--- config.mk ---
export PLATFORM = sky130hd
export DESIGN_NAME = id_ex_stage
export DESIGN_NICKNAME = d
export VERILOG_FILES = /design/src/rtl/id_ex_stage.sv
export SDC_FILE = /design/constraint.sdc
export NUM_CORES = 1
export LEC_CHECK = 0
export CORE_AREA = 2 2 124 126
export DETAILED_ROUTE_END_ITERATION = 8
export DIE_AREA = 0 0 126 128
export PLACE_DENSITY_LB_ADDON = 0.2
export REMOVE_ABC_BUFFERS = 1
export SYNTH_ARGS = -nofsm -noshare
export SYNTH_HDL_FRONTEND = slang
export SYNTH_SLANG_ARGS = --single-unit
--- constraint.sdc ---
create_clock -name clk -period 6.98 [get_ports clk]
set_input_delay 1.745 -clock clk [delete_from_list [all_inputs] [get_ports clk]]
set_output_delay 1.745 -clock clk [all_outputs]
set_load 0.05 [all_outputs]
--- src/rtl/id_ex_stage.sv ---
// ID/EX pipeline register with load-use hazard detection, flush handling and a
// saturating counter of hazard bubbles inserted into EXECUTE.
module id_ex_stage #(
   parameter int DW    = 32,
   parameter int CNT_W = 16
) (
   input  logic             clk,
   input  logic             rst,
   input  logic             flush,
   input  logic             valid_in,
   input  logic [1:0]       ctl_wb_in,
   input  logic [2:0]       ctl_m_in,
   input  logic [3:0]       ctl_ex_in,
   input  logic [DW-1:0]    npc_in,
   input  logic [DW-1:0]    rdata1_in,
   input  logic [DW-1:0]    rdata2_in,
   input  logic [DW-1:0]    sext_in,
   input  logic [4:0]       rs_in,
   input  logic [4:0]       rt_in,
   input  logic [4:0]       rd_in,
   output logic [1:0]       ctl_wb,
   output logic [2:0]       ctl_m,
   output logic [3:0]       ctl_ex,
   output logic [DW-1:0]    npc,
   output logic [DW-1:0]    rdata1,
   output logic [DW-1:0]    rdata2,
   output logic [DW-1:0]    sext,
   output logic [4:0]       rt,
   output logic [4:0]       rd,
   output logic             valid_out,
   output logic             stall,
   output logic [CNT_W-1:0] bubble_cnt
);

   localparam logic [CNT_W-1:0] CNT_MAX = '1;

   logic             valid_q,  valid_d;
   logic [1:0]       wb_q,     wb_d;
   logic [2:0]       m_q,      m_d;
   logic [3:0]       ex_q,     ex_d;
   logic [DW-1:0]    npc_q,    npc_d;
   logic [DW-1:0]    rd1_q,    rd1_d;
   logic [DW-1:0]    rd2_q,    rd2_d;
   logic [DW-1:0]    sext_q,   sext_d;
   logic [4:0]       rt_q,     rt_d;
   logic [4:0]       rd_q,     rd_d;
   logic [CNT_W-1:0] cnt_q,    cnt_d;
   logic             load_use;

   // A load in EXECUTE whose destination is read by the instruction in decode.
   assign load_use = valid_q & m_q[1] & (rt_q != 5'd0) &
                     ((rt_q == rs_in) | (rt_q == rt_in));
   assign stall    = load_use & ~flush;

   always_comb begin
      valid_d = valid_in;
      wb_d    = ctl_wb_in;
      m_d     = ctl_m_in;
      ex_d    = ctl_ex_in;
      npc_d   = npc_in;
      rd1_d   = rdata1_in;
      rd2_d   = rdata2_in;
      sext_d  = sext_in;
      rt_d    = rt_in;
      rd_d    = rd_in;
      cnt_d   = cnt_q;
      if (flush || load_use) begin
         valid_d = 1'b0;
         wb_d    = '0;
         m_d     = '0;
         ex_d    = '0;
         npc_d   = '0;
         rd1_d   = '0;
         rd2_d   = '0;
         sext_d  = '0;
         rt_d    = '0;
         rd_d    = '0;
      end
      // Only hazard bubbles are counted; flush bubbles are not.
      if (load_use && !flush && cnt_q != CNT_MAX) begin
         cnt_d = cnt_q + 1'b1;
      end
   end

   always_ff @(posedge clk) begin
      if (rst) begin
         valid_q <= 1'b0;
         wb_q    <= '0;
         m_q     <= '0;
         ex_q    <= '0;
         npc_q   <= '0;
         rd1_q   <= '0;
         rd2_q   <= '0;
         sext_q  <= '0;
         rt_q    <= '0;
         rd_q    <= '0;
         cnt_q   <= '0;
      end else begin
         valid_q <= valid_d;
         wb_q    <= wb_d;
         m_q     <= m_d;
         ex_q    <= ex_d;
         npc_q   <= npc_d;
         rd1_q   <= rd1_d;
         rd2_q   <= rd2_d;
         sext_q  <= sext_d;
         rt_q    <= rt_d;
         rd_q    <= rd_d;
         cnt_q   <= cnt_d;
      end
   end

   assign valid_out  = valid_q;
   assign ctl_wb     = wb_q;
   assign ctl_m      = m_q;
   assign ctl_ex     = ex_q;
   assign npc        = npc_q;
   assign rdata1     = rd1_q;
   assign rdata2     = rd2_q;
   assign sext       = sext_q;
   assign rt         = rt_q;
   assign rd         = rd_q;
   assign bubble_cnt = cnt_q;

endmodule

==> Word level (Yosys, flattened, before mapping) <==
Cells that the tools add are included.
{ "op_classes": {"n_lt_le_gt_ge": 0, "shifts": 0, "n_reduce_logical": 6, "n_eq_ne": 3, "n_addsub": 1, "mux": 0, "n_bitwise": 6, "n_mul": 0, "div": 0} }
{ "op_table": {"columns": ["cell", "n"], "rows": [
  ["16-bit by 1-bit adder with 16-bit output (second input constant)", 1],
  ["16-bit != test (second input constant)", 1],
  ["5-bit == test", 2],
  ["5-bit nonzero test", 1],
  ["1-bit AND", 4],
  ["1-bit logical AND", 2],
  ["2-bit OR reduction", 1],
  ["1-bit zero test", 1],
  ["1-bit logical OR", 1],
  ["1-bit inverter", 1],
  ["1-bit OR", 1]
]} }
{ "totals": {"rom_bits": 0, "reg_bits": 164, "latchBits": 0, "mem_bits_rw": 0, "output_inout_bits": 165, "input_bits": 156, "n_memories": 0, "elab_cells": 27} }

==> Logic depth before layout (Yosys ltp) <==
Gate-level depths: netlist (run 1).
{ "depth": {"depth_word": 5, "depth_mapped": 8, "depth_no_buf": 7} }

==> Worst setup path before layout (run 1) <==
Ideal clock, no wire load.
{ "synth_timing": {"path_kind": "in2out", "start": "input rs_in[4]", "end": "output stall", "stages": 5, "required_ps": 5235, "t_arrival_ps": 2933, "slack_ps": 2302, "n_path_buf": 0, "path_cell_list": "xnor2_1 nand3_1 o22ai_1 nand2b_1 nor2_1"} }
{ "synth_via": {"elab_chain_cells": 4} }
{ "synth_rtl": {"columns": ["item", "line", "source"], "rows": [
  ["start: declaration", "18", "input logic [4:0] rs_in,"],
  ["5-bit == test", "52", "((rt_q == rs_in) | (rt_q == rt_in));"],
  ["1-bit OR", "52", null],
  ["1-bit AND", "51", "assign load_use = valid_q & m_q[1] & (rt_q != 5'd0) &"],
  ["1-bit AND", "53", "assign stall = load_use & ~flush;"],
  ["end: declaration", "31", "output logic stall,"]
]} }
No other way between the ends.

==> Worst setup path after layout (run 1) <==
{ "layout_timing": {"start": "input rt_in[0]", "end": "output stall"} }
{ "layout_via": {"elab_chain_cells": 4} }
{ "layout_rtl": {"columns": ["item", "line", "source"], "rows": [
  ["start: declaration", "19", "input logic [4:0] rt_in,"],
  ["5-bit == test", "52", null],
  ["1-bit OR", "52", null],
  ["1-bit AND", "51", null],
  ["1-bit AND", "53", null]
]} }
No other way between the ends.

==> results.sh, run 1 <==
export IMPL_max_cap_violations=0
export IMPL_finalNetCount=907
export IMPL_gp_congestion=0.8310
export IMPL_yosysWarnings=0
export IMPL_synth_seq_cells=164
export IMPL_io_pins=321
export IMPL_drive_gt1_frac=0.04718
export IMPL_ctsResizeCount=0
export IMPL_hp_class="flop to flop"
export IMPL_cts_setup_buffers=0
export IMPL_power_density_nw_per_um2=246.5
export IMPL_finClkSkew_ns=0.007843
export IMPL_hold_depth=2
export IMPL_crit_chain="clkdlybuf4s50_1, xnor2_1, nand3_1, o22ai_1, nand2b_1, nor2_1, clkdlybuf4s50_1"
export IMPL_stdcell_count=951
export IMPL_grt_pass1_vias=4002
export IMPL_dp_hpwl_um=10970
export IMPL_worst_path_buf_inv=2
export IMPL_max_freq_mhz=180.4
export IMPL_r2r_setup_slack_ns=4.60
export IMPL_reg2reg_to="rdata1[2]"
export IMPL_clock_sinks=164
export IMPL_rr_worst_depth=6
export IMPL_worst_path_max_fanout=3
export IMPL_grt_pass1_wl_um=21200
export IMPL_end_kind="output port"
export IMPL_grt_setup_unrepaired="no"
export IMPL_chipWidth_um=126
export IMPL_initial_utilization=0.3306
export IMPL_fin_util=0.5949
export IMPL_drtIter0Drc=123
export IMPL_syn2layout_area_growth_pct=79.96
export IMPL_synth_area_leader_cell="dfxtp_1"
export IMPL_synth_async_reset_ratio=0
export IMPL_place_area_um2=8280
export IMPL_grt_usage=0.1737
export IMPL_worst_pin_slew_ns=0.7505
export IMPL_critPathRequiredTime_ns=5.24
export IMPL_synth_edf_count=0
export IMPL_syn_cell_area_um2=4913
export IMPL_rr_startpoint="rt[1]"
export IMPL_vias=4007
export IMPL_final_cell_area_um2=8842
export IMPL_synth_top_area_frac=0.6682
export IMPL_portBuffers=320
export IMPL_die_area_um2=16130
export IMPL_period_share=0.7940
export IMPL_cp_arrival_ns=3.80
export IMPL_ctsHoldBuffers=0
export IMPL_hold_end="bubble_cnt[11]"
export IMPL_grt_max_degree=79
export IMPL_synth_ff_type="dfxtp_1"
export IMPL_hold_viol=0
export IMPL_dr_pass1_iters=4
export IMPL_clockRootBuffer="clkbuf_16"
export IMPL_dp_cells=919
export IMPL_cts_buffers=17
export IMPL_synth_area_per_cell_um2=11.48
export IMPL_cts_tree="yes"
export IMPL_power_w=0.002180
export IMPL_htreeDepth=4
export IMPL_fin_crit_ns=5.542
export IMPL_antenna_found_initial=0
export IMPL_clk_latency_ns=0.42
export IMPL_path_delay_family="buffers and inverters"
export IMPL_startpoint_type="input pin"
export IMPL_die_h_um=128
export IMPL_overflow=0
export IMPL_setup_tns_final_ns=0
export IMPL_hp_start="bubble_cnt[11]"
export IMPL_post_route_drc_count=0
export IMPL_setup_viol=0
export IMPL_synth_area_leaders="dfxtp_1, and2_1, xnor2_1"
export IMPL_max_vdd_ir_drop_mv=0.1541
export IMPL_max_stage_delay_ns=0.81
export IMPL_clkTransAtPathRegs_ns=0.06
export IMPL_avgRoutedWirePerCell_um=14.88
export IMPL_max_slew_margin=0.4981
export IMPL_netlist_instances=428
export IMPL_cts_buffer_depth=2
export IMPL_wirelength_um=14150
export IMPL_cp_slowest_cell="clkdlybuf4s50_1"
export IMPL_status="finished clean"
export IMPL_n_antenna_cell=0
export IMPL_slew_violations=0
export IMPL_core_area_um2=14860
export IMPL_cpMostUsedCell="clkdlybuf4s50_1"
export IMPL_path_class="input pin to output port"
export IMPL_power_leakage_nw=3.372
export IMPL_ys_types=34
export IMPL_antenna_left=0
export IMPL_yosysSeqAreaShare=0.6682
export IMPL_fp_row_count=45
export IMPL_via_per_inst=4.213
[worst max path at each step]
stage / start / depth (start not counted) / to / slack [ns]
CTS: rt_in[0] / 7 / stall / 1.43
global placement: rt_in[0] / 7 / stall / 1.48
finish: rt_in[0] / 7 / stall / 1.44
global route: rt_in[0] / 7 / stall / 1.32
floorplan: rs_in[0] / 6 / ctl_ex[0] / 1.77
detailed placement: rt_in[4] / 7 / stall / 1.44
[Yosys cell counts, drive strengths merged (2+ instances only)]
cell type and instances:
a21oi 6, and2 149, buf 2, clkbuf 17, dfxtp 164, nand2 10
nand2b 2, nand3 5, nand4 5, nor2 12, nor2b 4, nor3b 2
nor4 2, o21ai 8, or3 6, or4 5, xnor2 14, xor2 2
[metal layers]
metal / up-vias / part of all wire / global-route usage
met5: - / 0 / 0
met1: 1804 / 0.35 / 0.1710
li1: 2002 / - / -
met3: 25 / 0.11 / 0.08556
met2: 176 / 0.52 / 0.3065
met4: 0 / 0.027 / 0.08145
[stage by stage]
| step | hold slack [ns] | worst slack [ns] |
|---|---|---|
| floorplan | 0.7186 | 1.775 |
| global placement | 0.4948 | 1.484 |
| detailed placement | 0.5190 | 1.440 |
| CTS | 0.5296 | 1.428 |
| global route | 0.5481 | 1.315 |
| finish | 0.5250 | 1.438 |
[worst min-delay path: cells and delay by family (launching register included)]
family / cells / cell delay (ns)
flops: 1 / 0.33
compound gates: 2 / 0.15
[area by class of cell]
class	instances	area, um^2
inverter	1	3.754
multi-input combinational	244	1540
tap	188	235.2
sequential	164	3283
timing repair buffer	322	3218
clock buffer	20	456.7
fill	1238	6022
clock inverter	12	105.1
[flip-flops by register name, indices dropped and copies added (netlist names)]
signal	flops
ctl_ex	4
ctl_m	3
rdata1	32
rdata2	32
rd	5
rt	5
bubble_cnt	16
sext	32
npc	32
ctl_wb	2
valid_out	1
[power by group]
group | internal [W] | leakage [nW] | switching, W | total [W]
Combinational | 0.000150 | 1.76 | 0.000169 | 0.000319
Clock | 0.000509 | 0.265 | 0.000371 | 0.000880
Sequential | 0.000970 | 1.34 | 0.0000107 | 0.000981
Total | 0.00163 | 3.37 | 0.000551 | 0.00218
[logic make-up after synthesis]
group                    after synthesis  synth area share
AO/OA/AOI/OAI                         19           0.02318
flip-flops                           164            0.6682
adder cells (fa/ha/maj)                1          0.002546
XOR/XNOR                              16           0.02852
multiplexers                           2          0.004329
buffers and inverters                 20           0.01961
AND/OR/NAND/NOR                      206            0.2536
[layout by cell type (no fill, tap or decap), types with 2 or more instances in the layout]
| cell type | count |
|---|---|
| nand2_1 | 10 |
| nand4_1 | 5 |
| nor4_1 | 2 |
| nand3_1 | 5 |
| clkbuf_8 | 2 |
| xnor2_1 | 14 |
| clkbuf_16 | 17 |
| nand2b_1 | 2 |
| nor2_1 | 12 |
| or4_1 | 5 |
| and2_1 | 149 |
| clkdlybuf4s50_1 | 320 |
| xor2_1 | 2 |
| nor2b_1 | 4 |
| o21ai_0 | 8 |
| a21oi_1 | 6 |
| dfxtp_1 | 164 |
| or3_1 | 6 |
| clkinvlp_4 | 5 |
| buf_4 | 2 |
| inv_6 | 2 |
| clkinv_2 | 4 |
(Power assumes the default switching activity.)
==> inputs of run 2 (changes only) <==
Clock period 6.98 ns to 5.7 ns, I/O delays scaled along.
==> run 2 against run 1 <==
Against the previous run: die area stayed put; worst setup slack worse by 0.63 ns; largest power group is now the clock network; critical endpoint unchanged; critical path type unchanged; via count is 0.42% lower; first-iteration DRC count is 75% higher.
==> results.sh, run 2 (synthesized netlist as in run 1, its figures left out) <==
export IMPL_hold_viol=0
export IMPL_p_sw_w=0.0006537
export IMPL_via_per_inst=4.209
export IMPL_reg2reg_to="sext[2]"
export IMPL_drive_gt1_frac=0.04211
export IMPL_cts_buffers=17
export IMPL_cp_slowest_cell="clkdlybuf4s50_1"
export IMPL_clkTransAtPathRegs_ns=0.06
export IMPL_setup_viol=0
export IMPL_drtIter0Drc=215
export IMPL_rr_worst_depth=6
export IMPL_worst_path_max_fanout=3
export IMPL_power_internal_w=0.002199
export IMPL_cpMostUsedCell="clkdlybuf4s50_1"
export IMPL_startpoint_type="input pin"
export IMPL_critPathRequiredTime_ns=4.28
export IMPL_max_stage_delay_ns=0.80
export IMPL_post_route_drc_count=0
export IMPL_portBuffers=320
export IMPL_max_vdd_ir_drop_mv=0.2106
export IMPL_r2r_setup_slack_ns=3.32
export IMPL_worst_pin_slew_ns=0.7696
export IMPL_overflow=0
export IMPL_period_share=0.8584
export IMPL_hp_start="bubble_cnt[11]"
export IMPL_core_area_um2=14860
export IMPL_grt_max_degree=78
export IMPL_fin_crit_ns=4.893
export IMPL_n_antenna_cell=0
export IMPL_clock_sinks=164
export IMPL_finClkSkew_ns=0.01429
export IMPL_hp_class="flop to flop"
export IMPL_power_density_nw_per_um2=319.5
export IMPL_cts_buffer_depth=2
export IMPL_final_fill_count=1228
export IMPL_sw_frac_of_total=0.2291
export IMPL_crit_chain="clkdlybuf4s50_1, xnor2_1, nand3_1, o22ai_1, nand2b_1, nor2_1, clkdlybuf4s50_1"
export IMPL_grt_setup_unrepaired="no"
export IMPL_hold_end="bubble_cnt[11]"
export IMPL_clk_latency_ns=0.42
export IMPL_status="finished clean"
export IMPL_power_w=0.002853
export IMPL_comb_power_share=0.137
export IMPL_rr_startpoint="rt[1]"
export IMPL_grt_usage=0.1766
export IMPL_clockPowerShare=0.442
export IMPL_chipWidth_um=126
export IMPL_layout_common_cells="clkdlybuf4s50_1, dfxtp_1, and2_1, clkbuf_16, xnor2_1"
export IMPL_end_kind="output port"
export IMPL_htreeDepth=4
export IMPL_finalNetCount=907
export IMPL_ctsHoldBuffers=0
export IMPL_final_common_cell="clkdlybuf4s50_1"
export IMPL_gp_congestion=0.8297
export IMPL_hold_depth=2
export IMPL_dp_hpwl_um=11080
export IMPL_fp_row_count=45
export IMPL_cp_arrival_ns=3.47
export IMPL_seqPwrFrac=0.421
export IMPL_vias=3990
export IMPL_grt_pass1_wl_um=21630
export IMPL_path_class="input pin to output port"
export IMPL_ctsResizeCount=0
export IMPL_setup_tns_final_ns=0
export IMPL_cts_setup_buffers=0
export IMPL_grt_pass1_vias=4055
export IMPL_io_pins=321
export IMPL_dr_pass1_iters=4
export IMPL_die_h_um=128
export IMPL_initial_utilization=0.3306
export IMPL_max_slew_margin=0.4853
export IMPL_slew_violations=0
export IMPL_antenna_found_initial=0
export IMPL_die_area_um2=16130
export IMPL_syn2layout_area_growth_pct=81.74
export IMPL_clockRootBuffer="clkbuf_16"
export IMPL_worst_path_buf_inv=2
export IMPL_max_freq_mhz=204.4
export IMPL_wirelength_um=14320
export IMPL_antenna_left=0
export IMPL_max_cap_violations=0
export IMPL_avgRoutedWirePerCell_um=15.11
export IMPL_power_leakage_nw=3.424
export IMPL_path_delay_family="buffers and inverters"
export IMPL_cts_tree="yes"
[run 2: layout make-up]
cell class	count	area, um^2	area share
repair buffers	322	3218	0.3604
multi-input cells	244	1540	0.1725
flip-flops and latches	164	3283	0.3677
inverters	1	3.754	0.0004203
well taps	188	235.2	0.02634
clock inverters	9	202.7	0.02270
clock buffers	20	446.7	0.05002
[run 2: routing by layer]
layer	part of all wire	wire (um)	track usage
met1	0.35	4955	0.1769
met2	0.53	7612	0.3121
met3	0.10	1471	0.08598
met4	0.020	281	0.07628
met5	0	0	0
[run 2: power groups by stage]
stage / Sequential, W / Clock (W) / Combinational (W)
after global routing: 0.00120 / 0.00134 / 0.000410
after floorplan: 0.00137 / 0 / 0.0000414
after global placement: 0.00123 / 0 / 0.000392
after detailed placement: 0.00123 / 0 / 0.000393
after CTS: 0.00120 / 0.00129 / 0.000395
final: 0.00120 / 0.00126 / 0.000391
[run 2: tightest hold or removal path: cells and delay by family, from the launching register on]
| kind | cells | cell delay [ns] |
|---|---|---|
| DFF | 1 | 0.33 |
| AOI/OAI and AO/OA | 2 | 0.14 |
[run 2: how the worst max path moves through the flow]
stage | cells past startpoint | end | startpoint
detailed placement | 7 | stall | rt_in[0]
CTS | 7 | stall | rt_in[0]
floorplan | 6 | ctl_ex[0] | rs_in[0]
global route | 7 | stall | rt_in[0]
finish | 7 | stall | rt_in[0]
global placement | 7 | stall | rt_in[0]
[run 2: metrics by stage]
| step | hold slack (ns) | cell area (um^2) | util | instances | setup WS (ns) |
|---|---|---|---|---|---|
| 2_1_floorplan | 0.7186 | 4821 | - | 409 | 0.8148 |
| 5_1_grt | 0.5407 | 8930 | 0.6008 | 948 | 0.6583 |
| 3_5_place_dp | 0.5136 | 8280 | 0.5571 | 919 | 0.8193 |
| 6_report | 0.5183 | 8930 | 0.6008 | 948 | 0.8073 |
| 3_3_place_gp | 0.4952 | 8280 | 0.5571 | 919 | 0.8514 |
| 4_1_cts | 0.5223 | 8930 | 0.6008 | 948 | 0.8053 |
